### src/rtl/hazard_scoreboard.sv
// Per-register countdown scoreboard driving pipeline stalls, flushes and freeze.
// Outputs are combinational from ID inputs and state; state updates on non-frozen cycles.
module hazard_scoreboard #(
    parameter int NREGS        = 32,
    parameter int REGW         = 5,
    parameter int FWD_EN       = 1,
    parameter int LOAD_STALL   = 1,
    parameter int ALU_STALL    = 0,
    parameter int NOFWD_STALL  = 2,
    parameter int CNTW         = 3,
    parameter int CANCEL_DEPTH = 1,
    parameter int PERFW        = 32
) (
    input  logic             CLK,
    input  logic             RST,
    input  logic             id_valid,
    input  logic [REGW-1:0]  id_rs,
    input  logic [REGW-1:0]  id_rt,
    input  logic             id_uses_rs,
    input  logic             id_uses_rt,
    input  logic             id_regwr,
    input  logic [REGW-1:0]  id_dest,
    input  logic             id_is_load,
    input  logic             redirect,
    input  logic             mem_busy,
    output logic             pc_stall,
    output logic             enable_id,
    output logic             flush_id,
    output logic             flush_ex,
    output logic             flush_mem,
    output logic             freeze,
    output logic [1:0]       hazard,
    output logic [PERFW-1:0] stall_count
);

    localparam logic [CNTW-1:0] S_LOAD = CNTW'((FWD_EN != 0) ? LOAD_STALL : NOFWD_STALL);
    localparam logic [CNTW-1:0] S_ALU  = CNTW'((FWD_EN != 0) ? ALU_STALL  : NOFWD_STALL);

    logic [CNTW-1:0] cnt     [NREGS];
    logic [CNTW-1:0] cnt_nxt [NREGS];
    logic            hv      [CANCEL_DEPTH];
    logic [REGW-1:0] hdest   [CANCEL_DEPTH];
    logic [CNTW-1:0] hsaved  [CANCEL_DEPTH];

    logic dstall, stall_eff, issue, wr_new;
    int   rb;

    assign dstall = id_valid &&
                    ((id_uses_rs && id_rs != '0 && cnt[id_rs] != '0) ||
                     (id_uses_rt && id_rt != '0 && cnt[id_rt] != '0));
    assign stall_eff = dstall && !redirect && !mem_busy;
    assign issue     = id_valid && !mem_busy && !redirect && !dstall;
    assign wr_new    = issue && id_regwr && id_dest != '0;

    always_comb begin
        pc_stall  = 1'b0;
        enable_id = 1'b1;
        flush_id  = 1'b0;
        flush_ex  = 1'b0;
        flush_mem = 1'b0;
        freeze    = 1'b0;
        hazard    = 2'b00;
        if (mem_busy) begin
            freeze    = 1'b1;
            pc_stall  = 1'b1;
            enable_id = 1'b0;
            hazard    = 2'b11;
        end else if (redirect) begin
            flush_id  = 1'b1;
            flush_ex  = 1'b1;
            flush_mem = 1'b1;
            hazard    = 2'b01;
        end else if (dstall) begin
            pc_stall  = 1'b1;
            enable_id = 1'b0;
            flush_ex  = 1'b1;
            hazard    = 2'b10;
        end
    end

    always_comb begin
        rb = 0;
        for (int r = 0; r < NREGS; r++)
            cnt_nxt[r] = (r != 0 && cnt[r] != '0) ? cnt[r] - CNTW'(1) : cnt[r];
        if (wr_new)
            cnt_nxt[id_dest] = id_is_load ? S_LOAD : S_ALU;
        // Youngest first so the oldest squashed writer's snapshot is the one that sticks.
        if (redirect) begin
            for (int i = 0; i < CANCEL_DEPTH; i++) begin
                if (hv[i] && hdest[i] != '0) begin
                    rb = int'(hsaved[i]) - i - 2;
                    cnt_nxt[hdest[i]] = (rb > 0) ? CNTW'(rb) : '0;
                end
            end
        end
    end

    always_ff @(posedge CLK or posedge RST) begin
        if (RST) begin
            for (int r = 0; r < NREGS; r++)
                cnt[r] <= '0;
            for (int i = 0; i < CANCEL_DEPTH; i++) begin
                hv[i]     <= 1'b0;
                hdest[i]  <= '0;
                hsaved[i] <= '0;
            end
            stall_count <= '0;
        end else if (!mem_busy) begin
            for (int r = 0; r < NREGS; r++)
                cnt[r] <= cnt_nxt[r];
            for (int i = CANCEL_DEPTH - 1; i > 0; i--) begin
                hv[i]     <= hv[i-1] && !redirect;
                hdest[i]  <= hdest[i-1];
                hsaved[i] <= hsaved[i-1];
            end
            hv[0]     <= wr_new;
            hdest[0]  <= id_dest;
            hsaved[0] <= cnt[id_dest];
            if (stall_eff && stall_count != '1)
                stall_count <= stall_count + PERFW'(1);
        end
    end

endmodule

### config.mk
export PLATFORM = sky130hd
export DESIGN_NAME = hazard_scoreboard
export DESIGN_NICKNAME = d
export VERILOG_FILES = /design/src/rtl/hazard_scoreboard.sv
export SDC_FILE = /design/constraint.sdc
export NUM_CORES = 1
export LEC_CHECK = 0
export BUFFER_PORTS_ARGS = -buffer_cell sky130_fd_sc_hd__buf_2
export CORE_ASPECT_RATIO = 0.5
export CORE_MARGIN = 1.5
export CORE_UTILIZATION = 24
export CTS_CLUSTER_SIZE = 30
export DETAILED_ROUTE_END_ITERATION = 12
export HOLD_SLACK_MARGIN = 0.02
export PLACE_DENSITY = 0.39
export SLEW_MARGIN = 5
export SYNTH_ARGS = -nofsm -noshare
export SYNTH_HDL_FRONTEND = slang
export SYNTH_SLANG_ARGS = --single-unit
### constraint.sdc
create_clock -name CLK -period 4.92 [get_ports CLK]
set_clock_uncertainty 0.05 [all_clocks]
set_input_delay 0.492 -clock CLK [delete_from_list [all_inputs] [get_ports CLK]]
set_output_delay 0.492 -clock CLK [all_outputs]
set_load 0.03 [all_outputs]
; ---- Word level (Yosys, flattened, before mapping)
; Cells that the tools add are included.
[word_totals]
reg_bits = 137
output_inout_bits = 40
in_bits = 24
elab_cells = 205
[classes]
bitwise_logic = 5
n_reduce_logical = 58
add_sub_neg = 33
n_eq_ne = 1
n_mux = 65
order_cmp = 7
[ops]
columns = cell, count
row1 = two-way mux 96 bit, 3
row2 = bitwise mux 96 bit, 2
row3 = two-way mux 3 bit, 40
row4 = nonzero test 3 bit, 33
row5 = "subtractor 3 x 1 -> 3 bit, second input constant", 31
row6 = binary-select mux 3 bit (select 5 bit), 3
row7 = "adder 32 x 1 -> 32 bit, second input constant", 1
row8 = "inequality test 32 bit, second input constant", 1
row9 = demux 3 bit (select 5 bit), 2
row10 = ">= comparator 6 bit, second input constant", 4
row11 = NOT 5 -> 6 bit, 4
row12 = nonzero test 5 bit, 4
row13 = logical AND 1 bit, 16
row14 = "less-than comparator 6 x 1 -> 1 bit, second input constant", 2
row15 = two-way mux 1 bit, 12
row16 = two-way mux 2 bit, 3
row17 = "> comparator 4 x 1 -> 1 bit, second input constant", 1
row18 = "subtractor 3 x 2 -> 4 bit, second input constant", 1
row19 = zero test 1 bit, 3
row20 = AND reduction 2 bit, 1
row21 = logical OR 1 bit, 1
row22 = NOT 1 bit, 1

; ---- Depth between registers and ports, before layout
[logic_depth]
depth_word = 16
ltp_mapped = 12
depth_no_buf = 9

; ---- Worst setup path after synthesis
; OpenSTA, ideal clock, no wires.
[synth_path]
path_kind = input-to-output
start = in id_rs[0]
end = out hazard[1]
path_buffers = 4
path_stages = 10
arrival_time_ns = 3.306
required_time_ns = 4.378
slack_ns = 1.072
path_cell_list = buf_4 -> clkbuf_1 -> mux4_2 -> a2111o_1 -> nand2b_1 -> buf_4 -> nand2_4 -> buf_2 -> a31oi_1 -> inv_1
[synth_via]
elab_chain_cells = 11
elab_cells_between_ends = 13
cone_classes = mux (6) / bitwise (1) / reduce/logical (6)
[synth_lines]
columns = item, line_no
row1 = "start, declared", 17  ; input logic [REGW-1:0] id_rs,
row2 = NOT 5 -> 6 bit (implied by the code), 49  ; ((id_uses_rs && id_rs != '0 && cnt[id_rs] != '0) ||
row3 = binary-select mux 3 bit (select 5 bit), 49
row4 = two-way mux 3 bit (implied by the code) (2 in series), 49
row5 = nonzero test 3 bit, 49
row6 = logical AND 1 bit (*), 49
row7 = logical OR 1 bit (*), 49
row8 = logical AND 1 bit (*), 48  ; assign dstall = id_valid &&
row9 = two-way mux 2 bit (*), 73  ; end else if (dstall) begin
row10 = two-way mux 2 bit (*), 68  ; end else if (redirect) begin
row11 = two-way mux 2 bit (*), 63  ; if (mem_busy) begin
row12 = "end, declared", 32  ; output logic [1:0] hazard,
; Every way passes the cells marked *; elsewhere a longest branch is shown, timed or not. The select of a mux whose other input is x is not followed.

; ---- Worst setup path in the final report
[layout_path]
start = reg cnt[48] (netlist name)
end = out enable_id
[layout_via]
elab_chain_cells = 10
elab_cells_between_ends = 15
cone_classes = mux (9) / reduce/logical (6)
[layout_lines]
columns = item, line_no
row1 = "start, declared", 39  ; logic [CNTW-1:0] cnt [NREGS];
row2 = "start signal, assigned by index", 110  ; cnt[r] <= cnt_nxt[r];
row3 = "binary-select mux 3 bit (select 5 bit), on equally long branches", "49, 50"
row4 = "two-way mux 3 bit, on equally long branches (2 in series)", "49, 50"
row5 = "nonzero test 3 bit, on equally long branches", "49, 50"
row6 = "logical AND 1 bit, on equally long branches", "49, 50"
row7 = logical OR 1 bit (*), 49
row8 = logical AND 1 bit (*), 48
row9 = two-way mux 1 bit (*), 73
row10 = two-way mux 1 bit (*), 68
row11 = two-way mux 1 bit (*), 63
row12 = "end, declared", 27  ; output logic enable_id,
; Marked as above.

==> impl_metrics.toml <==
[logic_synthesis]
synth_ff_type = "dfrtp_1"
ys_top_cells_by_count = "inv_1 (144), dfrtp_1 (137), nor3_1 (106)"
synth_area_um2 = 11510
ys_types = 69
synth_nets = 1462
yosysTopAreaCell = "dfrtp_1"
ys_warn_count = 0
synth-edff-count = 0
ys_seq_area_share_pct = 29.80
async_flop_share_pct = 100.0
synth_seq_cells = 137
synth.most_common_cell = "inv_1"
avgSynthCellArea_um2 = 8.574
ys_top_cells_by_area = "dfrtp_1 (30%), ha_1 (10%), mux4_2 (7.0%)"
synth_top_cell_area_share_pct = 29.80
postSynthCellCount = 1342

[placement]
port-buffer-count = 63
place_ws_ns = 1.062
gp_congestion = 0.9063
place_hpwl_um = 32720
placed_cell_area_um2 = 12410

[drt]
via_per_inst = 5.322
routed_wl_um = 46230
drt_first_pass_iters = 7
vias = 10675
wire_per_inst_um = 23.05
drtIter0Drc = 985
ant_nets = 0
drcViolationCount = 0

[global_route]
overflow = 0
grt_use_met2_pct = 30.34
grt_max_degree = 70
grtUsageMet1_pct = 26.23
antenna_found_initial = 1
grt_pass1_wl_um = 69630
globalRouteMet3Util_pct = 2.921
grt_pass1_vias = 10639
busiest_layer = "met2"
grt_usage_pct = 18.94

[min_path]
hp-class = "primary input to asynchronous set/reset pin"

[clock_tree]
clock_latency_ns = 0.45
cts_resized = 0
clock_sinks = 137
cts_tree = "built"
cts.clk_slew.worst_paths_ns = 0.07
cts_buffers = 17
cts_buffer_depth = 2
h-tree-depth = 4
post_cts_buffers = 0
holdBufCountCts = 0
cts-root-buf = "clkbuf_16"

[finish]
final_area_um2 = 13040
fillers = 5092
diodes = 0
area_delta_synth_final_pct = 13.36
drive_above_1_share_pct = 13.52
nets = 1475
fin_util_pct = 27.70

[critical_path]
worstPathArrival_ns = 3.45
cp-startpoint = "cnt[48]$_DFFE_PP0N_"
path_cells = "nor3_1, a21oi_1, mux4_2, a2111o_1, nand2b_1, nand2_4, a31oi_1, buf_2"
crit_path_end = "enable_id"
reg2reg_slack_ns = 1.34
r2r_cells = 8
r2r-start = "cnt[48]$_DFFE_PP0N_"
critPathMaxFanout = 19
r2r_end = "cnt[66]$_DFFE_PP0N_"
worstSetupPathType = "register to primary output"
cp_data_required_time_ns = 4.38
slowest_stage = "mux4_2"
critical-path-max-stage-delay_ns = 0.55
crit_path_end_kind = "primary output"
startpoint_type = "register"

[timing]
period_minus_slack_ns = 3.989
worst_slew_pin_slew_ns = 1.049
setup_tns_ns = 0
maxSlewViolCount = 0
fin_ws_ns = 0.9309
setup_viol = 0
max-slew-margin-rel_pct = 29.79
period_share_pct = 81.08
finalHoldViolations = 0
rsz0062_at_grt = "no"
max_freq_mhz = 250.7

[pwr]
p_sw_mw = 2.701
total_power_mw = 6.284
p_seq_share_pct = 33.0
internal_power_mw = 3.584
vdd_drop_max_v = 0.0002513
p_comb_share_pct = 43.6
power_density_nw_per_um2 = 481.8
leakagePower_nw = 5.335
pwr-share-clk_pct = 23.4
swShare_pct = 42.98

[floorplanning]
rows = 56
die_y_um = 157.8
fp.coreArea_um2 = 47090
initial_utilization_pct = 24.44
die-area_um2 = 49340
dieWidth_um = 312.7
ios = 64

[run]
cap_viol_max_count = 0

[run_status]
status = "finished clean"
## power groups by stage
stage | registers (mW) | logic [mW] | clock network [mW]
floorplan | 1.88 | 2.05 | 0
global placement | 2.06 | 2.65 | 0
detailed placement | 2.07 | 2.73 | 0
CTS | 2.05 | 2.74 | 1.50
global route | 2.13 | 3.07 | 1.55
finish | 2.07 | 2.74 | 1.47
## critical path: cells and delay by family (launching register included)
kind | cells | cell delay [ns]
AOI/OAI and AO/OA | 3 | 0.90
buffers and inverters | 1 | 0.25
DFF | 1 | 0.47
muxes | 1 | 0.55
and+or+nand+nor | 3 | 0.81
## stage by stage
stage,cells,hold slack [ns]
after CTS,2006,0.1388
after detailed placement,1974,0.3838
after global routing,2006,0.1588
after global placement,1974,0.3738
final,2006,0.09601
after floorplan,1342,0.4186
## how the worst min path moves through the flow
| stage | start | end | slack, ns | depth (start not counted) |
|---|---|---|---|---|
| after floorplan | cnt[93]$_DFFE_PP0N_ | cnt[93]$_DFFE_PP0N_ | 0.42 | 1 |
| after detailed placement | cnt[95]$_DFFE_PP0N_ | cnt[95]$_DFFE_PP0N_ | 0.38 | 0 |
| final | RST | stall_count[10]$_DFFE_PP0P_ | 0.1 | 2 |
| after global routing | RST | stall_count[10]$_DFFE_PP0P_ | 0.16 | 2 |
| after global placement | cnt[95]$_DFFE_PP0N_ | cnt[95]$_DFFE_PP0N_ | 0.37 | 0 |
| after CTS | RST | stall_count[10]$_DFFE_PP0P_ | 0.14 | 2 |
## cells in the final DEF (no fill, tap or decap), drive strengths merged, types with 45 or more instances in the layout
master,instances
nand3,45
buf,82
nand2,99
nor2,98
nor3,106
ha,96
inv,146
a21oi,69
a22oi,56
dfrtp,137
## registers in the layout (all words and copies together), names as in the netlist
register,count
hdest,5
cnt,96
hv,1
hsaved,3
stall_count,32
## cell type report
type / count / area, um^2 / share of cell area (%)
clock buffers: 21 / 470.5 / 3.607
clock inverters: 11 / 167.7 / 1.285
inverters: 146 / 553.0 / 4.240
multi-input cells: 971 / 7153 / 54.84
flip-flops and latches: 137 / 3428 / 26.28
well taps: 638 / 798.3 / 6.120
repair buffers: 82 / 473.0 / 3.626
## cell families (layout without fill, tap and decap cells)
logic type | Yosys count | after routing | synth area share (%)
flip-flops | 137 | 137 | 29.80
adder cells (fa/ha/maj) | 96 | 96 | 10.44
AO/OA/AOI/OAI | 326 | 326 | 20.14
buffers and inverters | 234 | 260 | 8.177
AND/OR/NAND/NOR | 443 | 443 | 18.90
XOR/XNOR | 60 | 60 | 4.567
multiplexers | 46 | 46 | 7.982
## routing by layer
metal  vias up  wire length (um)
li1       4913                 -
met1      5359             22100
met2       346             20710
met3        57              2507
met4         0               914
met5         -                 0
(Power assumes the default switching activity.)
